### src/rtl/fetch_unit.sv
// Instruction fetch unit: credit-limited request issue, in-order response queue, redirect flush.
// Optional misaligned-redirect trap is compiled in with `define FETCH_MISALIGN_CHECK_EN.
module fetch_unit #(
  parameter logic [31:0] RESET_PC = 32'h0000_0000,
  parameter int          QDEPTH   = 2
) (
  input  logic        clock,
  input  logic        reset,
  output logic        imem_req_valid,
  input  logic        imem_req_ready,
  output logic [31:0] imem_addr,
  input  logic        imem_rsp_valid,
  input  logic [31:0] imem_rsp_data,
  input  logic        redirect_valid,
  input  logic [31:0] redirect_pc,
  output logic        inst_valid,
  input  logic        inst_ready,
  output logic [31:0] inst,
  output logic [31:0] inst_pc,
  output logic        fetch_misaligned
);
  localparam int            PW    = $clog2(QDEPTH);
  localparam int            CW    = $clog2(QDEPTH + 1);
  localparam logic [CW-1:0] DEPTH = CW'(QDEPTH);

  typedef enum logic [1:0] {BOOT, RUN, HALT} state_t;

  state_t        state;
  logic [31:0]   fetch_pc;
  logic [31:0]   rsp_pc;
  logic [CW-1:0] outstanding;
  logic [CW-1:0] drop_cnt;
  logic [CW-1:0] count;
  logic [PW-1:0] rd_ptr;
  logic [PW-1:0] wr_ptr;
  logic [31:0]   q_data [QDEPTH];
  logic [31:0]   q_pc   [QDEPTH];

  logic [31:0]   redir_target;
  logic          redir_misaligned;
  logic          req_accept;
  logic          rsp_live;
  logic          push;
  logic          pop;
  logic [CW-1:0] in_flight;
  logic [CW-1:0] drop_on_redirect;
  logic [CW:0]   credit_used;

  // Fetch always proceeds from a word-aligned target; misalignment only raises the trap.
  assign redir_target = redirect_pc & 32'hFFFF_FFFC;
`ifdef FETCH_MISALIGN_CHECK_EN
  assign redir_misaligned = (redirect_pc[1:0] != 2'b00);
`else
  assign redir_misaligned = 1'b0;
  assign fetch_misaligned = 1'b0;
`endif

  // A slot popped this cycle is free before any new response can land, so it counts as credit.
  assign credit_used    = {1'b0, outstanding} + {1'b0, count} - {{CW{1'b0}}, pop};
  assign imem_req_valid = !reset && (state == RUN) && !redirect_valid &&
                          (drop_cnt == '0) && (credit_used < {1'b0, DEPTH});
  assign imem_addr      = fetch_pc;
  assign req_accept     = imem_req_valid && imem_req_ready;

  // Responses with nothing outstanding belong to requests abandoned by a reset.
  assign rsp_live = imem_rsp_valid && (drop_cnt == '0) && (outstanding != '0);
  assign push     = rsp_live && !redirect_valid;

  assign inst_valid = !reset && (count != '0);
  assign inst       = q_data[rd_ptr];
  assign inst_pc    = q_pc[rd_ptr];
  assign pop        = inst_valid && inst_ready;

  assign in_flight        = drop_cnt + outstanding;
  assign drop_on_redirect = (imem_rsp_valid && in_flight != '0) ? in_flight - CW'(1) : in_flight;

  // NOTE: all sequential state uses non-blocking assignments so every register samples pre-edge values.
  always_ff @(posedge clock) begin
    if (reset) begin
      state       <= BOOT;
      fetch_pc    <= RESET_PC;
      rsp_pc      <= RESET_PC;
      outstanding <= '0;
      drop_cnt    <= '0;
      count       <= '0;
      rd_ptr      <= '0;
      wr_ptr      <= '0;
`ifdef FETCH_MISALIGN_CHECK_EN
      fetch_misaligned <= 1'b0;
`endif
    end else begin
      case (state)
        BOOT:    state <= RUN;
        RUN:     if (redirect_valid && redir_misaligned) state <= HALT;
        HALT:    if (redirect_valid && !redir_misaligned) state <= RUN;
        default: state <= BOOT;
      endcase

      if (redirect_valid) begin
        fetch_pc    <= redir_target;
        rsp_pc      <= redir_target;
        outstanding <= '0;
        drop_cnt    <= drop_on_redirect;
        count       <= '0;
        rd_ptr      <= '0;
        wr_ptr      <= '0;
`ifdef FETCH_MISALIGN_CHECK_EN
        fetch_misaligned <= redir_misaligned && (state != BOOT);
`endif
      end else begin
        if (req_accept) fetch_pc <= fetch_pc + 32'd4;
        if (push) begin
          rsp_pc <= rsp_pc + 32'd4;
          wr_ptr <= wr_ptr + PW'(1);
        end
        if (pop) rd_ptr <= rd_ptr + PW'(1);
        if (imem_rsp_valid && drop_cnt != '0) drop_cnt <= drop_cnt - CW'(1);
        outstanding <= outstanding + CW'(req_accept) - CW'(rsp_live);
        count       <= count + CW'(push) - CW'(pop);
      end
    end
  end

  // NOTE: queue storage has no reset; count gates every read, so stale contents are never visible.
  always_ff @(posedge clock) begin
    if (push) begin
      q_data[wr_ptr] <= imem_rsp_data;
      q_pc[wr_ptr]   <= rsp_pc;
    end
  end

  a_no_overflow: assert property (@(posedge clock) disable iff (reset)
    !(push && !pop && count == DEPTH));

endmodule

### config.mk
export PLATFORM = sky130hd
export DESIGN_NAME = fetch_unit
export DESIGN_NICKNAME = d
export VERILOG_FILES = /design/src/rtl/fetch_unit.sv
export SDC_FILE = /design/constraint.sdc
export NUM_CORES = 1
export LEC_CHECK = 0
export CAP_MARGIN = 20
export CORE_UTILIZATION = 29
export CTS_BUF_LIST = sky130_fd_sc_hd__clkbuf_4 sky130_fd_sc_hd__clkbuf_8 sky130_fd_sc_hd__clkbuf_16
export CTS_CLUSTER_DIAMETER = 200
export DETAILED_ROUTE_END_ITERATION = 10
export SYNTH_ARGS = -nofsm -noshare
export SYNTH_HDL_FRONTEND = slang
export SYNTH_SLANG_ARGS = --single-unit
### constraint.sdc
create_clock -name clock -period 6.9 [get_ports clock]
set_clock_uncertainty 0.2 [all_clocks]
set_input_delay 2.07 -clock clock [delete_from_list [all_inputs] [get_ports clock]]
set_output_delay 2.07 -clock clock [all_outputs]
set_load 0.01 [all_outputs]
==> impl_metrics.tcl, run 1 <==
set metrics [dict create \
    status "finished, final reports clean" \
    ys_seq_area_share_pct 61.3 \
    worst_pin_slew_ns 0.955 \
    cts_tree "yes" \
    place_congestion 0.765 \
    coreArea_um2 28100 \
    crit_path_end_kind "primary output" \
    initial_core_util_pct 29.7 \
    dp_hpwl_um 14200 \
    cts_buffer_depth 2 \
    grt_max_degree 85 \
    intPower_mw 1.92 \
    p_per_area_nw_per_um2 228 \
    clock_sinks 194 \
    wl_met1_um 9870 \
    area_growth_pct 32.0 \
    clockPowerShare_pct 41.2 \
    grt_pass1_wl_um 30600 \
    fin_util_pct 39.3 \
    yosysWarnings 0 \
    finalSetupViolCount 0 \
    slew_violations 0 \
    setup.worst_path.class "input pin to primary output" \
    wl_um 20200 \
    p_sw_mw 0.593 \
    fill_cells 2733 \
    grt_pass1_vias 5490 \
    synth_edf_count 124 \
    synthFlopType "edfxtp_1" \
    netlist-cell-type-count 51 \
    synth-seq-cells 194 \
    relSlewSlack_pct 36.4 \
    wire_per_inst_um 16.8 \
    fp-row-count 61 \
    die_w_um 172 \
    topRoutingLayerUsed "met4" \
    grt_overflow 0 \
    layout-drive-gt1-share_pct 14.1 \
    cellLeakagePower_nw 3.62 \
    hold_class "flop to flop" \
    portBuffers 161 \
    drc_errors 0 \
    maxCapViolCount 0 \
    design.die.area_um2 29500 \
    syn-cell-area_um2 8360 \
    met3_length_um 1420 \
    cp.required_ns 4.63 \
    final.setup.tns_ns 0 \
    cts_root_buf "clkbuf_16" \
    grt_antenna_before_repair 1 \
    dieHeight_um 172 \
    met2WireLength_um 8750 \
    post_dp_cell_area_um2 10400 \
    swShare_pct 23.6 \
    io_pins 169 \
    rsz0062_at_grt "false" \
    final_cell_count_no_fill 1200 \
    drt-initial-drc-count 295 \
    routed_via_density 4.68 \
    first_pass_iters 6 \
    critPathMaxFanout 2 \
    cts_htree_levels 4 \
    dp_cells 1168 \
    cts_buffers 17 \
    fmax_mhz 151 \
    fin_crit_sh_pct 96.0 \
    cts_setup_buffers 0 \
    clock_latency_ns 0.43 \
    cp.arrival_ns 4.35 \
    path_clk_slew_ns 0.07 \
    hold_viol_final 0 \
    peakVddDrop_uv 159 \
    nets 891 \
    synthArstFlopShare_pct 0 \
    pwr-share-seq_pct 51.7 \
    num_vias 5617 \
    n_antenna_cell 0 \
    synth_area_per_cell_um2 12.9 \
    grt_usage_pct 13.7 \
    cp-start-kind "input pin" \
    ant_nets 0 \
    postSynthCellCount 647 \
    p_total_mw 2.51 \
    final_cell_area_um2 11000 \
    layout_min_cycle_time_ns 6.62 \
    combPwrFrac_pct 7.1 \
]
-- worst paths after layout --
| check | start | to | slack [ns] | cells past startpoint |
|---|---|---|---|---|
| hold reg to reg | rsp_pc[31] | q_pc[0][31] | 0.28 | 0 |
| setup reg to reg | count[0] | outstanding[1] | 3.35 | 17 |
| hold / removal | rsp_pc[31] | q_pc[0][31] | 0.28 | 0 |
| setup / recovery | reset | imem_req_valid | 0.28 | 9 |
-- per-layer routing --
layer  global-route usage (%)  vias up
li1                         -     2721
met1                     19.1     2700
met2                     20.8      187
met3                     3.98        9
met4                     3.31        0
met5                        0        -
-- registers in the layout, summed over array words and instances, names as in the netlist, named ones only --
register / flops
outstanding: 2
state: 1
count: 2
wr_ptr: 1
rd_ptr: 1
drop_cnt: 2
q_data: 64
imem_addr: 30
q_pc: 60
rsp_pc: 30
-- per-stage QoR --
| stage | hold slack, ns | setup WS (ns) |
|---|---|---|
| 2_1_floorplan | 0.245 | 0.934 |
| 3_3_place_gp | 0.262 | 0.0250 |
| 3_5_place_dp | 0.258 | -0.00535 |
| 4_1_cts | 0.280 | 0.268 |
| 5_1_grt | 0.311 | 0.164 |
| 6_report | 0.282 | 0.276 |
-- cells in the mapped netlist, drive strengths merged (3+ instances only) --
library cell	instances	area, um^2
edfxtp	124	3720
dfxtp	70	1400
mux2	63	709
xnor2	38	333
a21boi	37	278
nand2	32	120
clkbuf	25	93.8
xor2	24	210
o21a	23	173
nor3	21	110
nand4	20	131
inv	19	71.3
nor2	17	63.8
nor4	15	100
nand3	14	70.1
a21oi	13	65.1
ha	11	138
buf	10	57.6
and3	8	50.1
a31oi	7	43.8
and2	7	43.8
o21ai	7	35.0
a211oi	6	45.0
or4	6	48.8
or3	5	31.3
and4	3	26.3
-- worst max-delay path, stage by stage --
cell             delay (ns)
clkdlybuf4s50_1        0.46
a21oi_1                0.19
and2_1                 0.17
ha_1                   0.22
nand2b_1               0.15
fa_1                   0.40
xor2_1                 0.22
and3_1                 0.19
dlygate4sd2_1          0.29
-- final cells by class --
class,instances,area [um^2],area share (%)
timing repair buffer,174,1710,15.5
sequential,194,5130,46.5
inverter,20,75.1,0.681
tap,378,473,4.29
clock inverter,14,188,1.70
clock buffer,18,433,3.92
multi-input combinational,402,3030,27.5
-- what timing repair did --
action | CTS | global route
resized for setup | 1 | 0
setup endpoints to repair | 1 | 0
hold buffers | 0 | 0
-- cell families (layout without fill, tap and decap cells) --
logic type               count (synthesis)  after routing  share of synthesized area, %
AO/OA/AOI/OAI                          104            104                          8.72
XOR/XNOR                                62             62                          6.50
adder cells (fa/ha/maj)                 12             12                          1.89
buffers and inverters                   55            226                          2.71
flip-flops                             194            194                          61.3
multiplexers                            65             65                          8.73
other                                    1              5                        0.0449
AND/OR/NAND/NOR                        154            154                          10.1
-- cells in the final DEF (no fill, tap or decap), types with 3 or more instances in the layout --
master,synthesis,routed
o21a_1,23,23
and4_1,3,3
xor2_1,24,24
nor4_1,14,14
a211oi_1,6,6
nand4_1,19,19
nand2_1,32,32
mux2_2,63,63
or3_1,5,5
o21ai_0,6,6
edfxtp_1,124,124
buf_4,5,13
ha_1,11,11
inv_8,0,3
a21boi_0,33,33
inv_1,19,18
dfxtp_1,70,69
nor2_1,17,16
xnor2_1,38,38
clkbuf_16,0,17
nor3_1,20,20
conb_1,1,5
a31oi_1,7,7
or4_1,5,5
a21boi_1,4,4
and3_1,8,7
inv_6,0,6
and2_1,6,6
nand3_1,14,14
clkdlybuf4s50_1,0,160
a21oi_1,13,13
-- power groups by stage --
stage               Combinational [mW]  Sequential, mW  Clock [mW]
floorplan                       0.0826            1.32           0
global placement                 0.176            1.32           0
detailed placement               0.178            1.32           0
CTS                              0.180            1.30        1.07
global route                     0.196            1.30        1.11
finish                           0.178            1.30        1.04
No activity file was read; power rests on OpenSTA's default activity.
==> run 2: changes to the inputs <==
- CORE_MARGIN: default -> 3
==> run 2 against run 1 <==
Net effect: combinational power about the same; utilization hardly changed; global-route usage is 0.47 points lower.
==> impl_metrics.tcl, run 2 (same netlist as run 1, synthesis figures left out) <==
set metrics [dict create \
    status "finished, final reports clean" \
    critPathMaxStageDelay_ns 0.54 \
    coreArea_um2 28100 \
    fmax_mhz 156 \
    die_w_um 176 \
    hold_class "flop to flop" \
    cts_htree_levels 4 \
    grt_pass1_vias 5545 \
    layout_commonest_cell "clkdlybuf4s50_1" \
    initial_core_util_pct 29.7 \
    hold_viol_final 0 \
    hp-start "rsp_pc[31]" \
    reg.largest.list "q_data x64, q_pc x60" \
    dieHeight_um 176 \
    nets 892 \
    critPathSlowestCell "clkdlybuf4s50_1" \
    grt_busiest_layer "met1" \
    met1_usage_pct 20.2 \
    design.die.area_um2 30900 \
    fin_util_pct 39.2 \
    dp_hpwl_um 14600 \
    r2r-start "count[0]" \
    num_vias 5625 \
    top_register "q_data" \
    relSlewSlack_pct 39.2 \
    grt_usage_pct 13.3 \
    path_clk_slew_ns 0.07 \
    fp-row-count 61 \
    cellLeakagePower_nw 3.62 \
    layout_min_cycle_time_ns 6.42 \
    cp.required_ns 4.63 \
    crit_path_end_kind "primary output" \
    cp-start-kind "input pin" \
    ant_nets 0 \
    grt_pass1_wl_um 32000 \
    n_antenna_cell 0 \
    final.setup.tns_ns 0 \
    worstPathCellList "clkdlybuf4s50_1, a21oi_2, and2_1, ha_1, nand2b_1, fa_1, xor2_1, and3_1, dlymetal6s2s_1" \
    post_dp_cell_area_um2 10400 \
    setup.worst_path.start "reset" \
    layout-drive-gt1-share_pct 14.2 \
    grt_util_met2_pct 18.9 \
    routed_via_density 4.68 \
    grt_overflow 0 \
    cts_root_buf "clkbuf_16" \
    finalSetupViolCount 0 \
    largest_register_ffs 64 \
    slew_violations 0 \
    layout_common_cells "160 x clkdlybuf4s50_1, 124 x edfxtp_1, 69 x dfxtp_1" \
    drt-initial-drc-count 345 \
    area_growth_pct 31.9 \
    wl_um 20600 \
    rsz0062_at_grt "false" \
    first_pass_iters 5 \
    peakVddDrop_uv 159 \
    io_pins 169 \
    grt_max_degree 85 \
    p_per_area_nw_per_um2 222 \
    maxCapViolCount 0 \
    cts_buffer_depth 2 \
    wire_per_inst_um 17.2 \
    setup.worst_path.class "input pin to primary output" \
    cts_buffers 17 \
    drc_errors 0 \
    grt_antenna_before_repair 0 \
    clock_sinks 194 \
    cp.arrival_ns 4.15 \
    final_cell_area_um2 11000 \
    clock_latency_ns 0.43 \
    portBuffers 161 \
    critPathMaxFanout 2 \
    cts_hold_buf 0 \
    worst_pin_slew_ns 0.912 \
    fin_crit_sh_pct 93.0 \
    cts_tree "yes" \
    use_met3_pct 3.13 \
    place_congestion 0.791 \
]
## run 2: timing repair
action / 4_1_cts / 5_1_grt
setup buffers: 0 / 0
endpoints found under the setup margin: 0 / 1
resized for setup: 0 / 2
## run 2: cell type report
type                            instances  area [um^2]
Clock buffer                           18          433
Fill cell                            2717        17100
Multi-Input combinational cell        402         3030
Timing Repair Buffer                  175         1730
Inverter                               20         75.1
Clock inverter                         14          150
Tap cell                              378          473
Sequential cell                       194         5130
## run 2: worst paths after layout
| kind | end | slack (ns) | cells past startpoint |
|---|---|---|---|
| max reg2reg | outstanding[1] | 3.28 | 17 |
| min reg2reg | q_pc[0][31] | 0.28 | 0 |
| min | q_pc[0][31] | 0.28 | 0 |
| max | imem_req_valid | 0.48 | 9 |
## run 2: worst max-delay path: cells and delay by family
kind | cells | cell delay [ns]
and+or+nand+nor | 3 | 0.49
xor gates and xnor gates | 1 | 0.18
buffers and inverters | 2 | 0.71
AOI/OAI and AO/OA | 1 | 0.05
adders and majority gates | 2 | 0.66
## run 2: layer usage
metal  routed length [um]  share of wire (%)  up-vias
met3                 1410                6.8       12
met4                  176               0.85        0
met1                10300                 50     2689
li1                     -                  -     2727
met2                 8800                 43      197
met5                    0                  0        -
## run 2: through the flow
stage	worst slack [ns]	power (mW)	hold slack [ns]	std cells
2_1_floorplan	0.934	1.40	0.245	651
3_3_place_gp	0.0117	1.50	0.267	1169
3_5_place_dp	0.0136	1.50	0.272	1169
4_1_cts	0.0123	2.48	0.286	1201
5_1_grt	0.353	2.54	0.311	1201
6_report	0.481	2.45	0.283	1201
## run 2: report_power, final
part	switching (mW)	leakage [nW]	total, mW	internal, mW
clock network	0.477	0.286	0.966	0.489
registers	0.0388	1.70	1.30	1.26
logic	0.0811	1.63	0.181	0.0996
